$ cat src/rtl/bot_upd_responder.sv
// ---------------------------------------------------------------------------
// bot_upd_responder
//
// This module is the acknowledging end of the Rojobot update-interrupt
// handshake. It watches the latched bot-update request level. Once the
// BotInfo word has had time to settle, it snapshots the word into a small
// FIFO. It then holds an acknowledge to the request latch until the request
// drops. Firmware drains the FIFO at its own pace, so an update is not lost
// while the CPU is busy. When the FIFO is full, further snapshots are
// dropped and counted.
//
// Parameters:
//   DEPTH          FIFO entries. Must be a power of two and at least 2.
//   SETTLE_CYCLES  Clock cycles to wait after the request is seen before
//                  i_bot_info is sampled. 0 means no wait. Maximum is 15.
//
// Ports:
//   clk        system clock; all logic runs on the rising edge
//   rstn       asynchronous active-low reset
//   i_upd_req  latched bot-update request level; high until acknowledged
//   o_int_ack  registered acknowledge to the request latch
//   i_bot_info BotInfo word {LocX, LocY, Sensors, BotInfo}
//   i_rd_en    pop strobe from the CPU register interface
//   o_rd_data  FIFO head word (first-word-fall-through)
//   o_empty    FIFO empty
//   o_full     FIFO full
//   o_count    number of entries held
//   o_ovf_cnt  dropped-snapshot count; saturates at 255
//   i_clr_ovf  synchronous clear of o_ovf_cnt
//   o_irq      registered; high while the FIFO holds data
// ---------------------------------------------------------------------------
module bot_upd_responder #(
    parameter int DEPTH         = 8,
    parameter int SETTLE_CYCLES = 2
) (
    input  logic                     clk,
    input  logic                     rstn,
    input  logic                     i_upd_req,
    output logic                     o_int_ack,
    input  logic [31:0]              i_bot_info,
    input  logic                     i_rd_en,
    output logic [31:0]              o_rd_data,
    output logic                     o_empty,
    output logic                     o_full,
    output logic [$clog2(DEPTH):0]   o_count,
    output logic [7:0]               o_ovf_cnt,
    input  logic                     i_clr_ovf,
    output logic                     o_irq
);

    localparam int AW = $clog2(DEPTH);

    // The settle counter counts down to zero. It therefore starts at one
    // less than the wait length.
    localparam logic [3:0] SETTLE_LOAD = (SETTLE_CYCLES > 0) ? 4'(SETTLE_CYCLES - 1) : 4'd0;
    localparam logic [AW:0] PTR_ONE    = (AW + 1)'(1);

    typedef enum logic [1:0] {
        IDLE    = 2'd0,
        SETTLE  = 2'd1,
        CAPTURE = 2'd2,
        ACK     = 2'd3
    } state_e;

    state_e         state_q, state_d;
    logic [3:0]     settle_q, settle_d;
    logic           ack_q;

    logic [AW:0]    wr_ptr_q, wr_ptr_d;
    logic [AW:0]    rd_ptr_q, rd_ptr_d;
    logic [31:0]    mem_q [DEPTH];
    logic [7:0]     ovf_q, ovf_d;
    logic           irq_q;

    logic           empty;
    logic           full;
    logic           pop;
    logic           push;
    logic           drop;

    // -----------------------------------------------------------------------
    // FIFO status. The pointers carry one extra wrap bit. Equal pointers mean
    // the FIFO is empty. Equal low bits with different wrap bits mean it is
    // full.
    // -----------------------------------------------------------------------
    assign empty = (wr_ptr_q == rd_ptr_q);
    assign full  = (wr_ptr_q[AW] != rd_ptr_q[AW]) &&
                   (wr_ptr_q[AW-1:0] == rd_ptr_q[AW-1:0]);

    // A pop while empty is ignored. This keeps the read pointer from ever
    // passing the write pointer.
    assign pop   = i_rd_en && !empty;

    // -----------------------------------------------------------------------
    // Handshake FSM, next-state and capture decisions.
    // A drop in SETTLE is treated as a glitch and abandons the request.
    // In ACK the FSM waits for the request to fall, so a request that stays
    // high is captured only once.
    // -----------------------------------------------------------------------
    always_comb begin
        state_d  = state_q;
        settle_d = settle_q;
        push     = 1'b0;
        drop     = 1'b0;

        case (state_q)
            IDLE: begin
                if (i_upd_req) begin
                    if (SETTLE_CYCLES == 0) begin
                        state_d = CAPTURE;
                    end else begin
                        state_d  = SETTLE;
                        settle_d = SETTLE_LOAD;
                    end
                end
            end

            SETTLE: begin
                if (!i_upd_req) begin
                    state_d = IDLE;
                end else if (settle_q == 4'd0) begin
                    state_d = CAPTURE;
                end else begin
                    settle_d = settle_q - 4'd1;
                end
            end

            CAPTURE: begin
                state_d = ACK;
                // A pop in this same cycle frees the head slot, so a full
                // FIFO can still accept the new word.
                if (!full || pop) begin
                    push = 1'b1;
                end else begin
                    drop = 1'b1;
                end
            end

            ACK: begin
                if (!i_upd_req) begin
                    state_d = IDLE;
                end
            end

            default: begin
                state_d = IDLE;
            end
        endcase
    end

    // -----------------------------------------------------------------------
    // Pointer and overflow-counter next state.
    // -----------------------------------------------------------------------
    always_comb begin
        wr_ptr_d = wr_ptr_q;
        rd_ptr_d = rd_ptr_q;
        ovf_d    = ovf_q;

        if (push) begin
            wr_ptr_d = wr_ptr_q + PTR_ONE;
        end
        if (pop) begin
            rd_ptr_d = rd_ptr_q + PTR_ONE;
        end

        // A clear takes priority over an increment in the same cycle.
        if (i_clr_ovf) begin
            ovf_d = 8'd0;
        end else if (drop && (ovf_q != 8'hFF)) begin
            ovf_d = ovf_q + 8'd1;
        end
    end

    // -----------------------------------------------------------------------
    // FSM, acknowledge and status registers.
    // The acknowledge and the interrupt are computed from next-state values.
    // Both therefore change on the same edge as the state or FIFO change
    // that causes them.
    // -----------------------------------------------------------------------
    always_ff @(posedge clk or negedge rstn) begin
        if (!rstn) begin
            state_q  <= IDLE;
            settle_q <= 4'd0;
            ack_q    <= 1'b0;
            wr_ptr_q <= '0;
            rd_ptr_q <= '0;
            ovf_q    <= 8'd0;
            irq_q    <= 1'b0;
        end else begin
            state_q  <= state_d;
            settle_q <= settle_d;
            ack_q    <= (state_d == ACK);
            wr_ptr_q <= wr_ptr_d;
            rd_ptr_q <= rd_ptr_d;
            ovf_q    <= ovf_d;
            irq_q    <= (wr_ptr_d != rd_ptr_d);
        end
    end

    // -----------------------------------------------------------------------
    // FIFO storage. It is cleared on reset so that the head reads 0 after
    // reset.
    // -----------------------------------------------------------------------
    always_ff @(posedge clk or negedge rstn) begin
        if (!rstn) begin
            for (int i = 0; i < DEPTH; i++) begin
                mem_q[i] <= 32'd0;
            end
        end else if (push) begin
            mem_q[wr_ptr_q[AW-1:0]] <= i_bot_info;
        end
    end

    assign o_int_ack = ack_q;
    assign o_rd_data = mem_q[rd_ptr_q[AW-1:0]];
    assign o_empty   = empty;
    assign o_full    = full;
    assign o_count   = wr_ptr_q - rd_ptr_q;
    assign o_ovf_cnt = ovf_q;
    assign o_irq     = irq_q;

endmodule
$ cat config.mk
export PLATFORM = sky130hd
export DESIGN_NAME = bot_upd_responder
export DESIGN_NICKNAME = d
export VERILOG_FILES = /design/src/rtl/bot_upd_responder.sv
export SDC_FILE = /design/constraint.sdc
export NUM_CORES = 1
export LEC_CHECK = 0
export ABC_CLOCK_PERIOD_IN_PS = 7400
export CORE_MARGIN = 4
export CORE_UTILIZATION = 50
export CTS_CLUSTER_SIZE = 24
export DETAILED_ROUTE_END_ITERATION = 6
export PLACE_DENSITY_LB_ADDON = 0.12
export SETUP_SLACK_MARGIN = 0.2
export SYNTH_ARGS = -nofsm -noshare
export SYNTH_HDL_FRONTEND = slang
export SYNTH_SLANG_ARGS = --single-unit
$ cat constraint.sdc
create_clock -name clk -period 7.4 [get_ports clk]
set_clock_uncertainty 0.2 [all_clocks]
set_input_delay 2.22 -clock clk [delete_from_list [all_inputs] [get_ports clk]]
set_output_delay 2.22 -clock clk [all_outputs]
set_load 0.05 [all_outputs]
### After elaboration in Yosys (flattened, before gate mapping)

Cells that the tools add are included.

* logic and storage cells: 72
* output and inout bits: 48
* flip-flop bits (word level): 280

* bitwise operators: 2
* $lt $le $gt $ge: 3
* mux-type cells: 23
* equal/unequal tests: 12
* add/subtract/negate cells: 5
* reductions and logical operators: 12

Operators by type and width (number)
* 256-bit bitwise mux: 1
* 32-bit binary-select mux with 3-bit select: 1
* 32-bit demux with 3-bit select: 1
* 32-bit 2-to-1 mux: 3
* 4-bit 2-to-1 mux: 5
* 8-bit 2-to-1 mux: 2
* 4-bit by 1-bit adder with 4-bit output (second input constant): 2
* 8-bit by 1-bit adder with 8-bit output (second input constant): 1
* 4-bit greater-or-equal comparator (second input constant): 2
* 2-bit 2-to-1 mux: 4
* 8-bit != test (second input constant): 1
* 3-bit NOT with 4-bit output: 2
* 2-bit case mux with 4 select lines: 1
* 4-bit case mux with 2 select lines: 1
* 2-bit == test (second input constant): 3
* 2-bit != test (second input constant): 3
* 4-bit == test: 1
* 1-bit logical AND: 4
* 4-bit zero test: 1
* 4-bit by 1-bit less-than comparator with 1-bit output (second input constant): 1
* 1-bit 2-to-1 mux: 4
* 4-bit != test: 1
* 4-bit AND reduction: 1
* 2-bit nonzero test: 2
* other kinds (8): 9

### Logic depth before layout (Yosys ltp)

Gate-level depths: netlist of run 1.

* word-level depth: 9
* mapped depth: 9
* mapped depth without buffers: 7

### Worst setup path after synthesis of run 1

No wires, ideal clock.

* kind: flip-flop to output port
* start: register rd_ptr_q[1]
* end: output port o_count[3]
* path slack: 2.475 ns
* buffers on the path: 2
* data arrival time: 2.505 ns
* stages on the path, launching flop included: 8
* cell sequence: dfrtp_1 > clkbuf_1 > buf_1 > inv_1 > ha_1 > a21o_1 > a21oi_1 > xnor2_1

* cells in the longest elaborated chain, start to end: 1

RTL lines
* from (decl): RTL line 70 `logic [AW:0] rd_ptr_q, rd_ptr_d;`
* from (signal assigned): RTL line 194 `rd_ptr_q <= rd_ptr_d;`
* 4-bit subtractor: RTL line 218 `assign o_count = wr_ptr_q - rd_ptr_q;`
* to (decl): RTL line 45 `output logic [$clog2(DEPTH):0] o_count,`

Every way passes these cells.

### Worst setup path in the final report of run 1

* start: register rd_ptr_q[0]
* end: output port o_rd_data[16]

* cells in the longest elaborated chain, start to end: 4

RTL lines
* 3-bit NOT with 4-bit output (implied by the code): RTL line 215 `assign o_rd_data = mem_q[rd_ptr_q[AW-1:0]];`
* 32-bit binary-select mux with 3-bit select: RTL line 215
* 32-bit 2-to-1 mux (implied by the code) (2 in series): RTL line 215
* to (decl): RTL line 42 `output logic [31:0] o_rd_data,`

Every way passes these cells. The select of a mux whose other input is x is not followed.

==> impl_metrics.sql, run 1 <==
INSERT INTO impl_metrics (metric_group, metric, value, unit) VALUES
('grt', 'groute.usage.overall', '19.8', '%'),
('grt', 'overflow', '0', ''),
('setup_path', 'worstPathRequired', '4.98', 'ns'),
('place', 'placement.cell_area', '14100', 'um2'),
('synthesis', 'synth_area_leader_cell', 'sky130_fd_sc_hd__dfrtp_1', ''),
('floorplanning', 'die_width', '168', 'um'),
('floorplanning', 'placeableCoreArea', '25200', 'um2'),
('timing', 'fmax', '170', 'MHz'),
('clock_tree', 'clk-insertion-delay-late', '0.54', 'ns'),
('synthesis', 'synth.area.top_cells', 'sky130_fd_sc_hd__dfrtp_1 (55%), sky130_fd_sc_hd__mux2_2 (22%), sky130_fd_sc_hd__mux4_2 (11%)', ''),
('synthesis', 'yosys_warnings', '0', ''),
('timing', 'drv_slew', '0', ''),
('setup_path', 'timing_worst_setup_path_type', 'register to primary output', ''),
('detailed_routing', 'drt_first_iter_violations', '380', ''),
('synthesis', 'synth-seq-cells', '280', ''),
('pwr', 'p_seq_share', '37.2', '%'),
('place', 'port_buffers', '84', ''),
('synthesis', 'synth_top_area_share', '54.6', '%'),
('detailed_routing', 'antenna_violating_nets_post_route', '0', ''),
('worst_hold_path', 'hold_path.startpoint', 'mem_q[160]', ''),
('setup_path', 'r2r-start', 'rd_ptr_q[2]', ''),
('setup_path', 'startpoint_type', 'register', ''),
('pwr', 'comb_power_share', '41.9', '%'),
('pwr', 'power.net_switching', '2610', 'uW'),
('worst_hold_path', 'min-delay-path-class', 'register to register', ''),
('outcome', 'outcome', 'finished, final reports clean', ''),
('timing', 'whs', '0.286', 'ns'),
('timing', 'tightestPinTransition', '1.08', 'ns'),
('cells_and_area', 'proportion_of_layout_cells_with_a_drive_suffix_above_1', '39.7', '%'),
('synthesis', 'synthDistinctLibCells', '49', ''),
('clock_tree', 'clock-sinks', '280', ''),
('clock_tree', 'clk_pin_slew', '0.06', 'ns'),
('clock_tree', 'postCtsSetupRepairBufs', '0', ''),
('timing', 'timing.final.crit_share', '79.5', '%'),
('clock_tree', 'cts_buffers', '30', ''),
('timing', 'hold_violations', '0', ''),
('floorplanning', 'die-height', '168', 'um'),
('floorplanning', 'placementRows', '58', ''),
('clock_tree', 'clock_tree_from_tritoncts', 'done', ''),
('detailed_routing', 'via_count', '7464', ''),
('clock_tree', 'h-tree-depth', '1', ''),
('clock_tree', 'hold_buffers', '0', ''),
('cells_and_area', 'flow.area_growth_from_synthesis', '17.4', '%'),
('pwr', 'vdd.ir_drop.worst', '0.000323', 'V'),
('clock_tree', 'max-clock-path-buffers', '3', ''),
('timing', 'finalSetupTns', '0', 'ns'),
('synthesis', 'syn_inst', '869', ''),
('clock_tree', 'cts_resized', '0', ''),
('cells_and_area', 'antenna_cells', '0', ''),
('setup_path', 'arrival', '3.46', 'ns'),
('detailed_routing', 'totalWireLength', '27.5', 'mm'),
('setup_path', 'worstPathMaxFanout', '47', ''),
('pwr', 'power.static_leakage', '0.00688', 'uW'),
('pwr', 'total_power', '7180', 'uW'),
('synthesis', 'synth_fp_nets', '915', ''),
('grt', 'number_of_antenna_violations_at_the_first_check_in_global_routing', '0', ''),
('detailed_routing', 'avgRoutedWirePerCell', '21.1', 'um'),
('cells_and_area', 'final.fill_count', '1901', ''),
('grt', 'first_pass_grt_wire_length', '45.5', 'mm'),
('floorplanning', 'dieArea', '28300', 'um2'),
('pwr', 'power.density', '477', 'nW/um2'),
('pwr', 'intPower', '4570', 'uW'),
('timing', 'maxSlewHeadroom', '28.2', '%'),
('detailed_routing', 'post_drt_via_cell_ratio', '5.72', ''),
('synthesis', 'synth_area_per_cell', '14.8', 'um2'),
('synthesis', 'synth_common_cells', 'sky130_fd_sc_hd__dfrtp_1 (280), sky130_fd_sc_hd__mux2_2 (250), sky130_fd_sc_hd__nand2_1 (103)', ''),
('detailed_routing', 'drt-pass1-iter-count', '4', ''),
('synthesis', 'synth-edff-count', '0', ''),
('cells_and_area', 'final_net_count', '999', ''),
('clock_tree', 'root_cell_of_the_clock_tree', 'sky130_fd_sc_hd__clkbuf_16', ''),
('synthesis', 'post-synth-top-count-cell', 'sky130_fd_sc_hd__dfrtp_1', '');
==> cells by family after synthesis <==
family	share of synthesized area (%)
XOR/XNOR	1.58
AND/OR/NAND/NOR	5.20
adder cells (fa/ha/maj)	0.937
flip-flops	54.6
multiplexers	33.8
buffers and inverters	2.10
AO/OA/AOI/OAI	1.73
==> per-stage QoR <==
stage	setup slack [ns]	utilization, %
global route	1.24	59.8
finish	1.52	59.8
global placement	1.98	55.8
detailed placement	1.99	55.8
floorplan	2.48	-
CTS	1.41	59.8
==> cell usage in the layout (no fill, tap or decap), drive strengths merged, types with 2 or more instances in the layout <==
cell type / n
clkinv: 3
bufinv: 3
and2: 2
xor2: 11
buf: 19
a22o: 3
xnor2: 6
a21oi: 9
clkdlybuf4s50: 83
nand4: 9
nand2: 103
mux2: 257
mux4: 64
nand3: 6
nand2b: 2
nor2: 10
ha: 8
nor4: 5
dfrtp: 280
o21ai: 5
inv: 11
clkbuf: 47
a21o: 3
and3: 3
o31ai: 2
==> final cells by class <==
type                       count  area, um2  share of cell area (%)
sequential                   280       7020                    46.6
timing repair buffer         102        993                    6.60
multi-input combinational    527       5590                    37.1
clock inverter                 6        119                   0.789
inverter                      12       45.0                   0.299
clock buffer                  47        885                    5.87
tap                          330        413                    2.74
==> path summary, 6_finish.rpt <==
kind,endpoint,slack (ns),cells past startpoint
hold / removal,mem_q[160],0.29,1
setup reg to reg,mem_q[32],3.25,7
hold reg to reg,mem_q[160],0.29,1
setup / recovery,o_rd_data[16],1.52,5
max in group asynchronous,mem_q[138],4.13,2
min in group asynchronous,o_ovf_cnt[0],1.60,1
==> critical path: stages (launching register included) <==
cell and delay [ns]:
sky130_fd_sc_hd__dfrtp_4 1.06, sky130_fd_sc_hd__buf_4 0.41, sky130_fd_sc_hd__mux4_2 0.54, sky130_fd_sc_hd__nand2_1 0.10, sky130_fd_sc_hd__nand2_1 0.08, sky130_fd_sc_hd__clkdlybuf4s50_1 0.70
==> layer usage <==
layer	wire [um]	vias up	global-route usage, %
met3	1020	45	3.19
met2	14300	130	35.2
met4	612	0	4.48
met1	11500	3957	25.9
li1	-	3332	-
met5	0	-	0
==> power by group through the flow <==
stage	combinational [uW]	sequential [uW]	clock, uW
CTS	3050	2680	1540
global placement	2960	2640	0
floorplan	2380	2420	0
detailed placement	3040	2710	0
global route	3230	2770	1600
finish	3010	2670	1500
==> registers in the layout, summed over array words and instances (netlist names) <==
signal     flops
mem_q        256
o_int_ack      1
o_irq          1
o_ovf_cnt      8
rd_ptr_q       4
settle_q       4
state_q        2
wr_ptr_q       4
No activity file was read; power rests on OpenSTA's default activity.
==> inputs of run 2 (changes only) <==
--- a/config.mk
+++ b/config.mk
@@ -5,7 +5,7 @@
 export SDC_FILE = /design/constraint.sdc
 export NUM_CORES = 1
 export LEC_CHECK = 0
-export ABC_CLOCK_PERIOD_IN_PS = 7400
+export ABC_CLOCK_PERIOD_IN_PS = 4800
 export CORE_MARGIN = 4
 export CORE_UTILIZATION = 50
 export CTS_CLUSTER_SIZE = 24
==> constraint.sdc (replaced) <==
create_clock -name clk -period 4.8 [get_ports clk]
set_clock_uncertainty 0.2 [all_clocks]
set_input_delay 1.44 -clock clk [delete_from_list [all_inputs] [get_ports clk]]
set_output_delay 1.44 -clock clk [all_outputs]
set_load 0.05 [all_outputs]
==> impl_metrics.sql, run 2 (synthesis results as in run 1) <==
INSERT INTO impl_metrics (metric_group, metric, value, unit) VALUES
('cells_and_area', 'antenna_cells', '0', ''),
('setup_path', 'r2r-start', 'rd_ptr_q[1]', ''),
('cells_and_area', 'final_cell_mix', 'sky130_fd_sc_hd__dfrtp_1 (277), sky130_fd_sc_hd__mux2_2 (250), sky130_fd_sc_hd__nand2_1 (103)', ''),
('clock_tree', 'cts_resized', '0', ''),
('pwr', 'power.net_switching', '4100', 'uW'),
('worst_hold_path', 'min-delay-path-class', 'register to register', ''),
('timing', 'timing.final.crit_period', '4.38', 'ns'),
('floorplanning', 'dieArea', '28300', 'um2'),
('grt', 'number_of_global_route_vias_before_repair', '8360', ''),
('worst_hold_path', 'hold_path.startpoint', 'mem_q[143]', ''),
('floorplanning', 'die-height', '168', 'um'),
('floorplanning', 'placeableCoreArea', '25200', 'um2'),
('clock_tree', 'clk-insertion-delay-late', '0.54', 'ns'),
('flow_run', 'drv.max_cap_violation_count', '0', ''),
('timing', 'drv_slew', '0', ''),
('clock_tree', 'clk_pin_slew', '0.06', 'ns'),
('clock_tree', 'h-tree-depth', '1', ''),
('clock_tree', 'max-clock-path-buffers', '3', ''),
('floorplanning', 'initial_utilization', '50.9', '%'),
('cells_and_area', 'final.fill_count', '1887', ''),
('cells_and_area', 'largest_register_ff_count', '256', ''),
('timing', 'finalSetupTns', '0', 'ns'),
('clock_tree', 'root_cell_of_the_clock_tree', 'sky130_fd_sc_hd__clkbuf_16', ''),
('outcome', 'outcome', 'finished, final reports clean', ''),
('cells_and_area', 'largest_register', 'mem_q', ''),
('timing', 'fmax', '228', 'MHz'),
('clock_tree', 'hold_buffers', '0', ''),
('pwr', 'power.static_leakage', '0.00697', 'uW'),
('setup_path', 'setup.worst_path.start', 'rd_ptr_q[1]', ''),
('pwr', 'vdd.ir_drop.worst', '0.000452', 'V'),
('pwr', 'p_seq_share', '36.7', '%'),
('detailed_routing', 'post_drt_via_cell_ratio', '5.76', ''),
('grt', 'number_of_antenna_violations_at_the_first_check_in_global_routing', '0', ''),
('timing', 'tightestPinTransition', '0.751', 'ns'),
('clock_tree', 'clock_tree_from_tritoncts', 'done', ''),
('pwr', 'intPower', '6920', 'uW'),
('clock_tree', 'clock-sinks', '280', ''),
('cells_and_area', 'flow.area_growth_from_synthesis', '17.3', '%'),
('grt', 'first_pass_grt_wire_length', '46.9', 'mm'),
('pwr', 'power.clock.fraction', '19.8', '%'),
('setup_path', 'timing_worst_setup_path_type', 'register to primary output', ''),
('cells_and_area', 'ff_latch_area', '7020', 'um2'),
('detailed_routing', 'antenna_violating_nets_post_route', '0', ''),
('clock_tree', 'postCtsSetupRepairBufs', '0', ''),
('place', 'port_buffers', '84', ''),
('floorplanning', 'design.portCount', '85', ''),
('pwr', 'comb_power_share', '43.5', '%'),
('cells_and_area', 'layout.cells.most_common', 'sky130_fd_sc_hd__dfrtp_1', ''),
('setup_path', 'ff2ff_setup_slack', '1.50', 'ns'),
('timing', 'setup_violations', '0', ''),
('detailed_routing', 'drt_first_iter_violations', '381', ''),
('timing', 'hold_violations', '0', ''),
('detailed_routing', 'drc', '0', ''),
('setup_path', 'worst_setup_path_end_kind', 'primary output', ''),
('detailed_routing', 'totalWireLength', '28.7', 'mm'),
('setup_path', 'arrival', '2.74', 'ns'),
('grt', 'maximum_number_of_pins_on_one_net_before_global_route_repair', '96', ''),
('setup_path', 'worstPathRequired', '3.16', 'ns'),
('pwr', 'total_power', '11000', 'uW'),
('pwr', 'power.density', '733', 'nW/um2'),
('detailed_routing', 'drt-pass1-iter-count', '4', ''),
('detailed_routing', 'via_count', '7550', ''),
('grt', 'overflow', '0', ''),
('cells_and_area', 'final_net_count', '1004', ''),
('floorplanning', 'die_width', '168', 'um'),
('timing', 'rsz_0062_raised_after_global_routing', 'false', ''),
('setup_path', 'worstPathMaxFanout', '43', ''),
('grt', 'groute.usage.overall', '20.8', '%'),
('setup_path', 'startpoint_type', 'register', ''),
('timing', 'timing.final.crit_share', '91.2', '%'),
('cells_and_area', 'multi_input_area', '5590', 'um2'),
('pwr', 'power.share.switching', '37.2', '%'),
('place', 'globalplace.congestion', '0.746', ''),
('cells_and_area', 'proportion_of_layout_cells_with_a_drive_suffix_above_1', '43.9', '%'),
('timing', 'maxSlewHeadroom', '50.0', '%'),
('floorplanning', 'placementRows', '58', ''),
('clock_tree', 'cts_buffers', '30', ''),
('place', 'dp_hpwl', '17.5', 'mm'),
('detailed_routing', 'avgRoutedWirePerCell', '21.9', 'um');
==> run 2: cell types whose count changed in the layout (fill, tap and decap cells not counted) <==
| cell | previous run | this run |
|---|---|---|
| sky130_fd_sc_hd__clkdlybuf4s50_1 | 83 | 46 |
| sky130_fd_sc_hd__bufinv_16 | 3 | 0 |
| sky130_fd_sc_hd__buf_4 | 17 | 52 |
| sky130_fd_sc_hd__clkinv_2 | 1 | 5 |
| sky130_fd_sc_hd__clkbuf_8 | 7 | 8 |
| sky130_fd_sc_hd__buf_12 | 1 | 8 |
==> run 2: stage by stage <==
stage                     area, um2  hold WS [ns]  util (%)  cells  setup slack [ns]
after floorplan               12800         0.252         -    869             0.655
after global placement        14100         0.262      55.9   1256             0.937
after detailed placement      14100         0.273      55.9   1256             0.884
after CTS                     15000         0.286      59.7   1311             0.358
after global routing          15000         0.289      59.7   1311             0.274
final                         15000         0.283      59.7   1311             0.421
==> run 2: critical path: stages, from the launching register on <==
cell,delay [ns]
sky130_fd_sc_hd__dfrtp_4,0.88
sky130_fd_sc_hd__buf_4,0.54
sky130_fd_sc_hd__mux4_2,0.37
sky130_fd_sc_hd__nand2_1,0.09
sky130_fd_sc_hd__nand2_1,0.10
sky130_fd_sc_hd__buf_4,0.21
==> run 2: worst paths after layout <==
check | end | depth (start not counted)
max | o_rd_data[24] | 5
min | mem_q[143] | 1
max reg2reg | o_irq | 7
min reg2reg | mem_q[143] | 1
max in group asynchronous | mem_q[87] | 2
min in group asynchronous | o_ovf_cnt[0] | 1
==> run 2: final cells by class <==
type / count / area share (%)
multi-input cells: 527 / 37.2
inverters: 12 / 0.300
clock buffers: 48 / 5.97
clock inverters: 7 / 0.325
repair buffers: 107 / 6.82
flip-flops and latches: 280 / 46.7
well taps: 330 / 2.75
==> run 2: power groups by stage <==
stage               Sequential [uW]  Combinational [uW]  Clock [uW]
finish                         4040                4790        2180
global route                   4180                5130        2340
CTS                            4060                4860        2230
detailed placement             4100                4850           0
global placement               3980                4720           0
floorplan                      3740                3670           0
==> run 2: layer usage <==
metal / global-route usage (%) / vias to the layer above / share of wire (%)
met3: 3.52 / 41 / 4.0
li1: - / 3350 / -
met1: 27.9 / 4019 / 43
met5: 0 / - / 0
met2: 36.0 / 140 / 51
met4: 4.38 / 0 / 1.7
==> inputs of run 3 (changes only) <==
--- a/config.mk
+++ b/config.mk
@@ -6,8 +6,9 @@
 export NUM_CORES = 1
 export LEC_CHECK = 0
 export ABC_CLOCK_PERIOD_IN_PS = 4800
+export CAP_MARGIN = 20
 export CORE_MARGIN = 4
-export CORE_UTILIZATION = 50
+export CORE_UTILIZATION = 45
 export CTS_CLUSTER_SIZE = 24
 export DETAILED_ROUTE_END_ITERATION = 6
 export PLACE_DENSITY_LB_ADDON = 0.12
==> impl_metrics.sql, run 3 (synthesis results as in run 1) <==
INSERT INTO impl_metrics (metric_group, metric, value, unit) VALUES
('place', 'globalplace.congestion', '0.749', ''),
('floorplanning', 'dieArea', '31300', 'um2'),
('place', 'dp_hpwl', '15.7', 'mm'),
('timing', 'fmax', '232', 'MHz'),
('clock_tree', 'clock_tree_from_tritoncts', 'done', ''),
('floorplanning', 'die_width', '177', 'um'),
('flow_run', 'drv.max_cap_violation_count', '0', ''),
('worst_hold_path', 'min-delay-path-class', 'register to register', ''),
('clock_tree', 'clock-sinks', '280', ''),
('detailed_routing', 'drt_first_iter_violations', '393', ''),
('setup_path', 'critPathTopFamily', 'buffers and inverters', ''),
('timing', 'drv_slew', '0', ''),
('timing', 'maxSlewHeadroom', '50.7', '%'),
('floorplanning', 'design.portCount', '85', ''),
('cells_and_area', 'stdcell_count', '1359', ''),
('pwr', 'power.static_leakage', '0.00701', 'uW'),
('timing', 'timing.final.crit_share', '90.0', '%'),
('cells_and_area', 'layout.cells.most_common', 'sky130_fd_sc_hd__dfrtp_1', ''),
('pwr', 'power.density', '730', 'nW/um2'),
('detailed_routing', 'post_drt_via_cell_ratio', '5.45', ''),
('grt', 'maximum_number_of_pins_on_one_net_before_global_route_repair', '80', ''),
('place', 'port_buffers', '84', ''),
('cells_and_area', 'final_design_area_no_fill', '15200', 'um2'),
('clock_tree', 'clk-insertion-delay-late', '0.55', 'ns'),
('cells_and_area', 'final_cell_mix', 'sky130_fd_sc_hd__dfrtp_1 (277), sky130_fd_sc_hd__mux2_2 (250), sky130_fd_sc_hd__nand2_1 (103)', ''),
('detailed_routing', 'drt-pass1-iter-count', '5', ''),
('pwr', 'vdd.ir_drop.worst', '0.000408', 'V'),
('floorplanning', 'die-height', '177', 'um'),
('timing', 'setup_violations', '0', ''),
('floorplanning', 'placementRows', '61', ''),
('floorplanning', 'placeableCoreArea', '27900', 'um2'),
('setup_path', 'worstPathMaxFanout', '7', ''),
('timing', 'finalSetupTns', '0', 'ns'),
('cells_and_area', 'largest_register_ff_count', '256', ''),
('timing', 'timing.final.crit_period', '4.32', 'ns'),
('grt', 'number_of_global_route_vias_before_repair', '7885', ''),
('setup_path', 'startpoint_type', 'register', ''),
('setup_path', 'worstPathBufferInverterCount', '3', ''),
('place', 'placement.cell_area', '14200', 'um2'),
('grt', 'number_of_antenna_violations_at_the_first_check_in_global_routing', '0', ''),
('floorplanning', 'initial_utilization', '45.9', '%'),
('setup_path', 'most_prevalent_standard_cell_on_the_critical_path', 'sky130_fd_sc_hd__inv_1', ''),
('setup_path', 'critical_path.cell_chain', 'inv_1 -> ha_1 -> fa_1 -> inv_1 -> dlygate4sd2_1', ''),
('setup_path', 'r2r-start', 'rd_ptr_q[1]', ''),
('detailed_routing', 'via_count', '7401', ''),
('detailed_routing', 'antenna_violating_nets_post_route', '0', ''),
('setup_path', 'worst_setup_path_end_kind', 'primary output', ''),
('setup_path', 'timing_worst_setup_path_type', 'register to primary output', ''),
('cells_and_area', 'flow.area_growth_from_synthesis', '18.3', '%'),
('clock_tree', 'hold_buffers', '0', ''),
('detailed_routing', 'drc', '0', ''),
('timing', 'rsz_0062_raised_after_global_routing', 'false', ''),
('detailed_routing', 'totalWireLength', '28.0', 'mm'),
('cells_and_area', 'antenna_cells', '0', ''),
('worst_hold_path', 'hold_path.startpoint', 'mem_q[191]', ''),
('clock_tree', 'clk_pin_slew', '0.06', 'ns'),
('setup_path', 'worstPathRequired', '3.16', 'ns'),
('outcome', 'outcome', 'finished, final reports clean', ''),
('timing', 'tightestPinTransition', '0.734', 'ns'),
('grt', 'groute.usage.overall', '18.5', '%'),
('cells_and_area', 'largest_register', 'mem_q', ''),
('timing', 'hold_violations', '0', ''),
('setup_path', 'cp_slowest_cell', 'sky130_fd_sc_hd__dfrtp_1', ''),
('setup_path', 'cp_peak_stage_delay', '0.55', 'ns'),
('grt', 'overflow', '0', ''),
('clock_tree', 'cts_buffers', '30', ''),
('setup_path', 'arrival', '2.68', 'ns'),
('clock_tree', 'max-clock-path-buffers', '3', ''),
('grt', 'first_pass_grt_wire_length', '45.8', 'mm'),
('cells_and_area', 'proportion_of_layout_cells_with_a_drive_suffix_above_1', '43.9', '%'),
('clock_tree', 'root_cell_of_the_clock_tree', 'sky130_fd_sc_hd__clkbuf_16', ''),
('cells_and_area', 'final_net_count', '1004', ''),
('setup_path', 'setup.worst_path.start', 'wr_ptr_q[0]', ''),
('setup_path', 'ff2ff_setup_slack', '1.58', 'ns'),
('place', 'placed_cells_incl_taps', '1304', ''),
('clock_tree', 'h-tree-depth', '1', ''),
('detailed_routing', 'avgRoutedWirePerCell', '20.6', 'um');
==> run 3: changes by cell type in the layout (fill, tap and decap cells not counted) <==
cell	before	now
sky130_fd_sc_hd__clkinv_8	1	0
sky130_fd_sc_hd__clkbuf_1	10	9
sky130_fd_sc_hd__clkbuf_8	8	11
sky130_fd_sc_hd__clkbuf_16	30	31
sky130_fd_sc_hd__bufinv_16	0	1
sky130_fd_sc_hd__buf_12	8	9
sky130_fd_sc_hd__clkinvlp_4	1	0
sky130_fd_sc_hd__dlygate4sd2_1	0	1
sky130_fd_sc_hd__clkinv_2	5	3
sky130_fd_sc_hd__buf_4	52	50
==> run 3: area by class of cell <==
type	count	area, um2
tap	378	473
fill	2377	12800
multi-input combinational	527	5590
inverter	12	45.0
clock buffer	51	961
timing repair buffer	107	1040
clock inverter	4	45.0
sequential	280	7020
==> run 3: timing repair <==
action | 4_1_cts | 5_1_grt
endpoints found under the setup margin | 1 | 0
gates resized for setup | 1 | 0
buffers inserted | 0 | 0
==> run 3: metrics by stage <==
stage / hold WS (ns) / setup WS, ns / util (%) / total power [uW]
2_1_floorplan: 0.252 / 0.655 / - / 7410
3_3_place_gp: 0.264 / 0.806 / 50.7 / 8810
3_5_place_dp: 0.271 / 0.765 / 50.7 / 8890
4_1_cts: 0.285 / 0.453 / 54.3 / 11200
5_1_grt: 0.298 / 0.329 / 54.3 / 11700
6_report: 0.282 / 0.481 / 54.3 / 11100
==> run 3: metal layers <==
metal  global-route usage, %  share of wire, %  vias up
met3                    2.69               3.5       29
met1                    27.4                49     3912
li1                        -                 -     3357
met2                    29.9                46      103
met4                    3.00               1.5        0
met5                       0                 0        -
==> run 3: worst register-to-register path: stages, from the launching register on <==
cell and delay, ns:
sky130_fd_sc_hd__dfrtp_4 0.44, sky130_fd_sc_hd__buf_12 0.37, sky130_fd_sc_hd__inv_1 0.09, sky130_fd_sc_hd__ha_1 0.35
sky130_fd_sc_hd__nand3_2 0.21, sky130_fd_sc_hd__o21ai_1 0.35, sky130_fd_sc_hd__xnor3_1 0.29, sky130_fd_sc_hd__or4_1 0.51
sky130_fd_sc_hd__a211o_1 0.30
==> run 3: path summary, 6_finish.rpt <==
kind | to | cells past startpoint
max reg2reg | o_irq | 8
min | mem_q[191] | 1
min in group asynchronous | settle_q[0] | 1
max | o_count[1] | 5
max in group asynchronous | mem_q[88] | 2
min reg2reg | mem_q[191] | 1
==> run 3: power by group <==
part           leakage (uW)  switching (uW)  internal [uW]
Clock              0.000498             909           1400
Sequential          0.00365             515           3360
Combinational       0.00286            2610           2280
